--- config.mk ---
export PLATFORM = sky130hd
export DESIGN_NAME = uart_tx_feeder
export DESIGN_NICKNAME = d
export VERILOG_FILES = /design/src/rtl/uart_tx_feeder.sv
export SDC_FILE = /design/constraint.sdc
export NUM_CORES = 1
export LEC_CHECK = 0
export ABC_AREA = 1
export CAP_MARGIN = 20
export CORE_ASPECT_RATIO = 0.7
export CORE_MARGIN = 2
export CORE_UTILIZATION = 25
export DETAILED_ROUTE_END_ITERATION = 8
export GPL_ROUTABILITY_DRIVEN = 1
export GPL_TIMING_DRIVEN = 0
export PLACE_DENSITY = 0.42
export SYNTH_ARGS = -nofsm -noshare
export SYNTH_HDL_FRONTEND = slang
export SYNTH_SLANG_ARGS = --single-unit
--- constraint.sdc ---
create_clock -name i_clk -period 2.2 [get_ports i_clk]
set_input_delay 0.22 -clock i_clk [delete_from_list [all_inputs] [get_ports i_clk]]
set_output_delay 0.22 -clock i_clk [all_outputs]
set_load 0.005 [all_outputs]
--- src/rtl/uart_tx_feeder.sv ---
// uart_tx_feeder: byte FIFO in front of a UART TX engine. Host pushes are
// queued, and a two-state sequencer issues one-cycle write strobes while the
// engine reports ready, re-arming only after ready falls.
// Optional build macro: UART_FEED_CRLF_EN -- expands each 8'h0A into the pair
// 8'h0D, 8'h0A on the wire (the 0D is injected without consuming a FIFO slot).
module uart_tx_feeder #(
  parameter int DEPTH  = 16,
  parameter int ADDR_W = 4
) (
  input  logic              i_clk,
  input  logic              i_rst,
  input  logic              i_push,
  input  logic [7:0]        i_data,
  input  logic              i_flush,
  input  logic              i_clr_ovf,
  input  logic              i_txrdy,
  output logic              o_write,
  output logic [7:0]        o_byte,
  output logic              o_full,
  output logic              o_empty,
  output logic [ADDR_W:0]   o_count,
  output logic              o_overflow,
  output logic              o_busy
);

  typedef enum logic [0:0] {
    IDLE     = 1'b0,
    WAIT_LOW = 1'b1
  } state_t;

  localparam logic [ADDR_W:0]   FULL_COUNT = (ADDR_W+1)'(DEPTH);
  localparam logic [ADDR_W:0]   ZERO_COUNT = (ADDR_W+1)'(0);
  localparam logic [ADDR_W:0]   ONE_COUNT  = (ADDR_W+1)'(1);
  localparam logic [ADDR_W-1:0] ZERO_PTR   = ADDR_W'(0);
  localparam logic [ADDR_W-1:0] ONE_PTR    = ADDR_W'(1);

  logic [7:0]        mem_r [DEPTH];
  logic [ADDR_W-1:0] wr_ptr_r;
  logic [ADDR_W-1:0] rd_ptr_r;
  logic [ADDR_W:0]   count_r;
  state_t            state_r;
  state_t            state_s;
  logic              write_r;
  logic [7:0]        byte_r;
  logic              ovf_r;

  logic              full_s;
  logic              empty_s;
  logic              push_ok_s;
  logic              drop_s;
  logic              dispatch_s;
  logic              pop_s;
  logic [7:0]        head_s;
  logic [7:0]        send_byte_s;
`ifdef UART_FEED_CRLF_EN
  logic              cr_done_r;
  logic              insert_cr_s;
`endif

  // Datapath decode: full/empty from registered count, push/pop qualification.
  always_comb begin
    full_s      = (count_r == FULL_COUNT);
    empty_s     = (count_r == ZERO_COUNT);
    head_s      = mem_r[rd_ptr_r];
    // Flush overrides everything on its edge, including a same-edge push.
    push_ok_s   = i_push && !full_s && !i_flush;
    drop_s      = i_push && full_s && !i_flush;
    dispatch_s  = (state_r == IDLE) && !empty_s && i_txrdy && !i_flush;
`ifdef UART_FEED_CRLF_EN
    insert_cr_s = (head_s == 8'h0A) && !cr_done_r;
    if (insert_cr_s) begin
      send_byte_s = 8'h0D;
      pop_s       = 1'b0;
    end else begin
      send_byte_s = head_s;
      pop_s       = dispatch_s;
    end
`else
    send_byte_s = head_s;
    pop_s       = dispatch_s;
`endif
  end

  // Next-state logic: WAIT_LOW blocks re-dispatch until ready has dropped.
  always_comb begin
    state_s = state_r;
    if (i_flush) begin
      state_s = IDLE;
    end else begin
      case (state_r)
        IDLE: begin
          if (dispatch_s) begin
            state_s = WAIT_LOW;
          end else begin
            state_s = IDLE;
          end
        end
        WAIT_LOW: begin
          if (!i_txrdy) begin
            state_s = IDLE;
          end else begin
            state_s = WAIT_LOW;
          end
        end
        default: state_s = IDLE;
      endcase
    end
  end

  // Sequencer state register.
  always_ff @(posedge i_clk or negedge i_rst) begin
    if (!i_rst) begin
      state_r <= IDLE;
    end else begin
      state_r <= state_s;
    end
  end

  // FIFO storage; contents need no reset since count gates every read.
  always_ff @(posedge i_clk) begin
    if (push_ok_s) begin
      mem_r[wr_ptr_r] <= i_data;
    end
  end

  // Pointers and occupancy count; simultaneous push and pop leave count alone.
  always_ff @(posedge i_clk or negedge i_rst) begin
    if (!i_rst) begin
      wr_ptr_r <= ZERO_PTR;
      rd_ptr_r <= ZERO_PTR;
      count_r  <= ZERO_COUNT;
    end else if (i_flush) begin
      wr_ptr_r <= ZERO_PTR;
      rd_ptr_r <= ZERO_PTR;
      count_r  <= ZERO_COUNT;
    end else begin
      if (push_ok_s) begin
        wr_ptr_r <= wr_ptr_r + ONE_PTR;
      end
      if (pop_s) begin
        rd_ptr_r <= rd_ptr_r + ONE_PTR;
      end
      case ({push_ok_s, pop_s})
        2'b10:   count_r <= count_r + ONE_COUNT;
        2'b01:   count_r <= count_r - ONE_COUNT;
        default: count_r <= count_r;
      endcase
    end
  end

  // Registered write strobe and byte; the byte holds between strobes.
  always_ff @(posedge i_clk or negedge i_rst) begin
    if (!i_rst) begin
      write_r <= 1'b0;
      byte_r  <= 8'h00;
    end else if (i_flush) begin
      write_r <= 1'b0;
    end else begin
      write_r <= dispatch_s;
      if (dispatch_s) begin
        byte_r <= send_byte_s;
      end
    end
  end

  // Sticky overflow; a drop on the same edge as a clear keeps it set.
  always_ff @(posedge i_clk or negedge i_rst) begin
    if (!i_rst) begin
      ovf_r <= 1'b0;
    end else if (drop_s) begin
      ovf_r <= 1'b1;
    end else if (i_clr_ovf) begin
      ovf_r <= 1'b0;
    end
  end

`ifdef UART_FEED_CRLF_EN
  // Remembers that the CR for the current head LF has already gone out.
  always_ff @(posedge i_clk or negedge i_rst) begin
    if (!i_rst) begin
      cr_done_r <= 1'b0;
    end else if (i_flush) begin
      cr_done_r <= 1'b0;
    end else if (dispatch_s) begin
      cr_done_r <= insert_cr_s;
    end
  end
`endif

  assign o_write    = write_r;
  assign o_byte     = byte_r;
  assign o_full     = full_s;
  assign o_empty    = empty_s;
  assign o_count    = count_r;
  assign o_overflow = ovf_r;
  assign o_busy     = (state_r != IDLE) || !empty_s;

endmodule
==> results of run 1 <==
## cells by family (layout without fill, tap and decap cells)
logic type / after synthesis / after routing / synth area share
flops: 152 / 152 / 0.6590
compound gates: 13 / 13 / 0.009647
fa+ha+maj: 9 / 9 / 0.01781
xor+xnor: 1 / 1 / 0.001299
buf+inv: 112 / 178 / 0.07032
simple gates: 389 / 389 / 0.2419
## power by group
group	internal (uW)	leakage [uW]	switching, uW
registers	3300	0.00146	146
logic	1010	0.00167	1810
clock network	1910	0.000301	1260
## routing by layer
metal | part of all wire | track usage | vias up
met2 | 0.39 | 0.1977 | 92
met5 | 0 | 0 | -
met1 | 0.54 | 0.2211 | 2271
li1 | - | - | 2308
met3 | 0.059 | 0.03652 | 19
met4 | 0.011 | 0.03119 | 0
## final timing paths
kind / start / end / slack [ns] / cells after the start
min in group i_clk: i_txrdy / state_r / 0.37 / 3
worst min-delay path: i_rst / o_count[2] / 0.11 / 1
worst min register to register: o_byte[2] / o_byte[2] / 0.48 / 2
max in group asynchronous: i_rst / o_count[4] / 1.62 / 2
worst max register to register: o_count[2] / o_count[4] / 0.03 / 15
worst max-delay path: o_count[2] / o_count[4] / 0.03 / 15
## area by class of cell
type	count	area share
Sequential cell	152	0.5376
Timing Repair Buffer	34	0.04262
Clock inverter	14	0.02388
Multi-Input combinational cell	412	0.2318
Inverter	85	0.03854
Clock buffer	18	0.05184
Buffer	27	0.01874
Tap cell	364	0.05501
## flip-flops by register name, indices dropped and copies added (netlist names)
register / flops
rd_ptr_r: 4
o_write: 1
state_r: 1
mem_r: 128
o_count: 5
o_overflow: 1
o_byte: 8
wr_ptr_r: 4
## what timing repair did
item	in CTS	in global routing
endpoints found under the setup margin	71	91
resized for setup	15	15
setup buffers	0	2
hold buffers	0	0
pin swaps	2	2
## synthesized netlist by cell type, drive strengths merged
| master | number | area (um2) |
|---|---|---|
| dfrtp | 24 | 600.6 |
| xnor2 | 1 | 8.760 |
| nand2 | 263 | 997.2 |
| clkinv | 2 | 7.510 |
| nor3 | 3 | 15.01 |
| edfxtp | 128 | 3844 |
| nor2 | 25 | 103.9 |
| nand4 | 5 | 31.28 |
| ha | 8 | 100.1 |
| buf | 24 | 143.9 |
| clkbuf | 3 | 11.26 |
| fa | 1 | 20.02 |
| or2 | 1 | 6.260 |
| o21ai | 9 | 45.04 |
| inv | 83 | 311.6 |
| nand3b | 1 | 7.510 |
| nand3 | 91 | 470.5 |
| a21oi | 4 | 20.02 |
## per-stage QoR
stage	instances	utilization	TNS (ns)
floorplan	676	-	0
CTS	1104	0.3078	0
global placement	1071	0.2818	-31.18
detailed placement	1072	0.2828	-31.68
finish	1106	0.3107	0
global route	1106	0.3107	-0.2986
## worst reg2reg max path: stages, from the launching register on
cell and delay (ns):
dfrtp_2 0.44, nor2_2 0.07, nand3_2 0.15, nand2_2 0.11, nor2_2 0.12, nand2_2 0.16
fa_2 0.39, nand3b_1 0.19, nand2_1 0.09, nand2_1 0.05, nand2_1 0.07, inv_1 0.04
nand2_1 0.05, nand2_1 0.05, nand2_1 0.05, nand2_1 0.05
==> results.md, run 1 <==
Outcome:
- The flow ran to the end, and the final reports show no timing, DRC or antenna violations.

Clock network:
- In this run, CTS created clock tree buffers numbering 17.
- The CTS sink count is roughly 150.
- TritonCTS built the clock tree.
- After clock tree synthesis, the clock-pin slew on the worst setup and hold paths is about 0.060 ns.
- The tree is rooted in a clkbuf_16.
- CTS built an H-tree with a depth of 4.
- The insertion delay of the later-clocked pin in the worst-skew pair is about 0.43 ns.
- The number of buffers on the longest clock path is 2.

Logic synthesis:
- For this run, the number of Yosys warnings is 0.
- The gate count after technology mapping is about 680.
- The synthesized area per cell is 9.976 um2.
- The synthesized net count is about 700.
- In this run, synthesis produced a sequential element count of between 150 and 200.
- The cell area that synthesis handed to floorplanning was between 6000 and 7000 um2.
- Yosys mapped the design onto 24 distinct sky130hd cell types.
- For this run, the register share of the synthesized area comes to 0.6590.

Drt:
- The number of design-rule violations left by the first detailed-router iteration is around 330.
- The post-detailed-route via-to-cell ratio is ~4.2.
- The final layout contains routed wiring with a total length of about 19000 um.
- The detail-routed net length per standard cell is around 17 um.
- The count of nets left with antenna violations once routing finished came out at 0.
- The total via count after detailed routing is ~4.7k.
- The first-pass iteration count of the detailed router is 5.
- After detailed routing, the number of remaining DRC violations is 0.

Timing:
- The final clock period utilization by the worst path is 0.9866.
- Setup repair after global routing could not meet its margin everywhere.
- In this run the tightest slew margin relative to its limit is 0.4181.
- The count of final max-slew check failures was 0.
- For the pin with the worst max-slew slack, the measured transition is 0.8702 ns.
- Between clock sinks in the finished design, the worst skew comes to between 0.006 and 0.007 ns.
- The final worst setup slack is 0.02958 ns.
- On the final layout, the worst hold slack is ~0.11 ns.
- The clock period could shrink to ~2.2 ns.
- The number of hold violations in the final report is 0.
- For this run, the top clock speed supported by timing is 460.7 MHz.
- The count of final setup violators is 0.

Power and ir drop:
- The overall power is between 9000 and 10000 uW.
- The largest vdd supply drop is 0.0005869 V.
- The leakage power total is 0.003435 uW.
- The cell area power density is about 1100 nW/um2.

Placed design:
- The total of buffers placed on input and output ports is 31.
- The cell area reported after detailed placement is about 7500 um2.
- Prior to clock tree synthesis, the placed netlist has a worst setup slack of -0.4093 ns.
- The placer congestion estimate is 0.8146.
- The post-DP HPWL is 13490 um.

Setup path:
- The endpoint arrival time on the critical path is between 2 and 2.5 ns.
- The cell occurring most often along the worst timing path is nand2_1.
- For the worst setup path, the data required time is 2.52 ns.
- The critical path startpoint category is a register.
- Counting both buffers and inverters, the worst setup path holds a total of 1.
- On the worst path, the slowest cell contributes a delay of 0.44 ns.
- The slowest stage of the critical path is the dfrtp_2 cell.
- The critical path capture point type is a register.
- The family with the most delay on the worst path is simple AND/OR/NAND/NOR gates.
- The signal on the critical path passes through nor2_2 -> nand3_2 -> nand2_2 -> nor2_2 -> nand2_2 -> fa_2 -> nand3b_1 -> nand2_1 -> nand2_1 -> nand2_1 -> inv_1 -> nand2_1 -> nand2_1 -> nand2_1 -> nand2_1.
- The highest net fanout along the worst path is 8.
- The critical path in this run is classified as register to register.

Floorplanning:
- Pin placement for this block handled 32 I/O pins.
- The overall die height is between 100 and 150 um.
- In this run the standard cell core region covers about 27000 um2.
- The die covers approximately 28000 um2.
- In this run the core area contains 50 standard-cell rows.
- The initial utilization of the core area, before any placement, comes to 0.2531.
- From left edge to right edge, the die measures around 200 um.

GRT:
- The via count of the first global-routing pass was between 4k and 5k.
- The global router's overall resource usage is 0.1429.
- The residual overflow from global routing is 0.
- Entering global routing, the biggest net connects 19 pins.
- The number of antenna violations at the first check in global routing is 2.
- The global-route wire length before repair is around 30000 um.

Cells and area:
- The filler cells instantiated in the layout total 2813.
- The area of all placed cells without fillers is just over 8000 um2.
- In the final layout, the multi-input gates occupy roughly 1900 um2.
- In the layout the commonest cells are 258 x nand2_1, 128 x edfxtp_1, 88 x nand3_1, 80 x inv_1, 31 x clkdlybuf4s50_1.
- Of the cells placed in the final design, the portion with a size suffix greater than 1 is 0.1348.
- The post-synthesis to final-layout area growth is 22.76%.
- The antenna diode count is 0.
- Registers take between 4000 and 5000 um2.
- The net total in the final layout is 752.
- The library cell used most frequently in the layout, excluding fill and tap cells, is nand2_1.

Job:
- Max-cap violations in this run came to 0.

Min path:
- The min-delay analysis places its worst path in the category input pin to async pin.
Note: power is estimated with default switching activity, not from simulation.
==> inputs of run 2 (changes only) <==
--- a/config.mk
+++ b/config.mk
@@ -14,6 +14,7 @@
 export GPL_ROUTABILITY_DRIVEN = 1
 export GPL_TIMING_DRIVEN = 0
 export PLACE_DENSITY = 0.42
+export SKIP_LAST_GASP = 1
 export SYNTH_ARGS = -nofsm -noshare
 export SYNTH_HDL_FRONTEND = slang
 export SYNTH_SLANG_ARGS = --single-unit
==> constraint.sdc (replaced) <==
create_clock -name i_clk -period 2.8 [get_ports i_clk]
set_input_delay 0.28 -clock i_clk [delete_from_list [all_inputs] [get_ports i_clk]]
set_output_delay 0.28 -clock i_clk [all_outputs]
set_load 0.005 [all_outputs]
==> run 2 against run 1 <==
Compared with the run above:
- total power shrank 22%
- largest power group unchanged
- highest routed layer unchanged
- largest cell class unchanged
- wire length shrank 0.36%
- utilization shrank 0.43 points
- clock skew grew 0.0034 ns
- worst hold slack gained 0.051 ns
==> results.md, run 2 (synthesis gave the netlist of run 1 again) <==
Outcome:
- The run finished with clean final reports.

Setup path:
- Among all stages on the critical path, the largest delay is contributed by dfrtp_1.
- The kind of critical path is register to register.
- STA puts the critical path data required time at 3.12 ns.
- The delay of the slowest cell on the worst path is 0.46 ns.
- The setup check on the worst reg-to-reg path leaves a slack of 0.45 ns.
- The critical path startpoint category is a register.
- The most numerous cell type found on the critical path is nand2_1.
- The highest net fanout along the worst path is 8.
- The endpoint arrival time on the critical path is approximately 2.7 ns.
- Walking the worst path, the cells encountered are nor2_2 -> nand3_2 -> nand2_1 -> inv_2 -> nor2_2 -> ha_1 -> a21oi_1 -> nand3_1 -> nand2_1 -> inv_1 -> nand2_1 -> nand2_1 -> nand2_1 -> nand2_1.
- The critical path capture point type is a register.

Job:
- The reported max-cap violation count is 0.

Placed design:
- The post-placement worst setup slack is 0.1307 ns.
- The congestion estimate from routability-driven global placement came to ~0.8.
- The HPWL after detailed placement is about 13000 um.
- The total of buffers placed on input and output ports is 31.

Cells and area:
- The area growth from synthesis to layout is 21.06%.
- The most common cell after layout, fill and taps aside is nand2_1.
- The fill cell total of the finished layout is roughly 2.8k.
- The antenna diode count is 0.
- The multi-input combinational cell area is approximately 1800 um2.
- The register with the most flip-flops is mem_r.
- The flip-flop and latch area is 4444 um2.
- Leaving out fill and tap cells, the most frequent cells in the layout are 259 x nand2_1, 128 x edfxtp_1, 88 x nand3_1, 80 x inv_1, 31 x clkdlybuf4s50_1.
- In the final design database the tool counted 750 nets.
- The number of flip-flops under the largest register name is between 100 and 150.
- The fraction of final layout cells sized beyond drive strength 1 is 0.09595.

Power and ir drop:
- IR analysis of the VDD net gives a maximum drop of 0.0004649 V.
- Of the total power, registers draw 0.368.
- The leakage power total is between 0.003 and 0.004 uW.
- The share of total power in combinational logic is 0.292.
- The internal portion of the total power is between 4000 and 5000 uW.
- Of the total power, the clock network draws 0.340.
- Total power for the finished layout comes to 7332 uW.
- The cell area power density is between 800 and 900 nW/um2.
- The net switching power figure is around 2500 uW.
- Of the total power, the share spent switching nets is 0.3404.

Timing:
- The count of final max-slew check failures was 0.
- The worst setup skew after layout is roughly 0.0095 ns.
- Adding up every negative setup slack in the final design gives 0 ns.
- The transition time of the tightest slew-check pin is ~0.9 ns.
- For this run, the top clock speed supported by timing is roughly 430 MHz.
- The clock period minus final worst setup slack is 2.346 ns.
- Measured against its own limit, the worst slew margin works out to 0.3810.
- The final clock period utilization by the worst path is 0.8378.
- The number of hold violations in the final report is 0.
- Setup repair after global routing left no endpoint under its margin.
- Setup violations remaining at the end of the flow were counted as 0.
- The final worst setup slack is 0.4540 ns.

Floorplanning:
- The floorplan step defined a die boundary enclosing between 20000 and 30000 um2.
- The die width is around 200 um.
- The number of I/O pins is 32.
- The overall die height is 141.4 um.
- The initial utilization of the core area, before any placement, comes to 0.2531.
- The site row count is 50.
- The core outline area is approximately 27000 um2.

GRT:
- The global router's overall resource usage is 0.1422.
- The number of antenna violations at the first check in global routing is 2.
- The maximum number of pins on one net before global-route repair is 19.
- The first global-routing pass estimated 29390 um of wire.
- The residual overflow from global routing is 0.
- The via count of the first global-routing pass is ~4.7k.

Drt:
- The first-pass iteration count of the detailed router is 5.
- Using the TritonRoute via totals, the vias-per-cell ratio works out to 4.249.
- The count of antenna-violating nets left after detailed routing is 0.
- The total via count after detailed routing is around 4.7k.
- For this run, design rule violations remaining after detail routing come to 0.
- Wires add up to between 15000 and 20000 um.
- The detailed router finished its first iteration with 372 violations.
- After detailed routing, the average wire length per cell comes to between 15 and 20 um.

Clock network:
- The number of H-tree branching levels is 4.
- In this run, post-CTS hold repair placed 0 buffers.
- The longest clock path from root to sink contains 2 buffers.
- The number of setup buffers added after CTS is 0.
- The CTS sink count is about 150.
- The buffer type at the clock tree root is clkbuf_16.
- The clock-pin slew on the worst setup and hold paths is approximately 0.060 ns.
- The clock tree from TritonCTS is built.
- The number of buffers added by the clock tree synthesis step is 17.
- The total of cells resized after clock tree synthesis is 0.
- The insertion delay of the later-clocked pin in the worst-skew pair is 0.43 ns.

Min path:
- The worst hold-check path type is input pin to async pin.
-- run 2: worst max-delay path, delay by kind of cell, from the launching register on --
family | cells | cell delay [ns]
buffers and inverters | 2 | 0.16
adders and majority gates | 1 | 0.31
AOI/OAI and AO/OA | 1 | 0.22
DFF | 1 | 0.46
and+or+nand+nor | 10 | 1.10
-- run 2: final timing paths --
path | start | to | depth (start not counted)
max | o_count[1] | o_count[4] | 14
min | i_rst | o_count[2] | 1
max in group asynchronous | i_rst | rd_ptr_r[1] | 2
min in group i_clk | i_txrdy | state_r | 3
min reg2reg | o_byte[2] | o_byte[2] | 2
max reg2reg | o_count[1] | o_count[4] | 14
-- run 2: per-layer routing --
layer | vias to the layer above | part of all wire | global-route usage
li1 | 2303 | - | -
met5 | - | 0 | 0
met4 | 0 | 0.010 | 0.03119
met2 | 109 | 0.40 | 0.1952
met3 | 20 | 0.050 | 0.03376
met1 | 2259 | 0.54 | 0.2228
-- run 2: final cells by class --
class                           count  area share
Timing Repair Buffer               32     0.04138
Multi-Input combinational cell    412      0.2236
Sequential cell                   152      0.5444
Clock inverter                     14     0.02421
Tap cell                          364     0.05579
Inverter                           85     0.03908
Clock buffer                       18     0.05257
Buffer                             27     0.01900
-- run 2: power groups by stage --
stage | Combinational, uW | Sequential (uW) | Clock, uW
after floorplan | 1230 | 2720 | 0
after global placement | 2150 | 2750 | 0
after detailed placement | 2140 | 2740 | 0
after CTS | 2150 | 2700 | 2520
after global routing | 2390 | 2710 | 2630
final | 2140 | 2700 | 2490
-- run 2: metrics by stage --
stage / instances / utilization / area [um2] / hold slack (ns)
finish: 1104 / 0.3063 / 8164 / 0.1638
global route: 1104 / 0.3063 / 8164 / 0.1868
CTS: 1104 / 0.3063 / 8164 / 0.1717
detailed placement: 1072 / 0.2828 / 7537 / 0.4668
global placement: 1071 / 0.2818 / 7510 / 0.4676
floorplan: 676 / - / 6744 / -0.01559
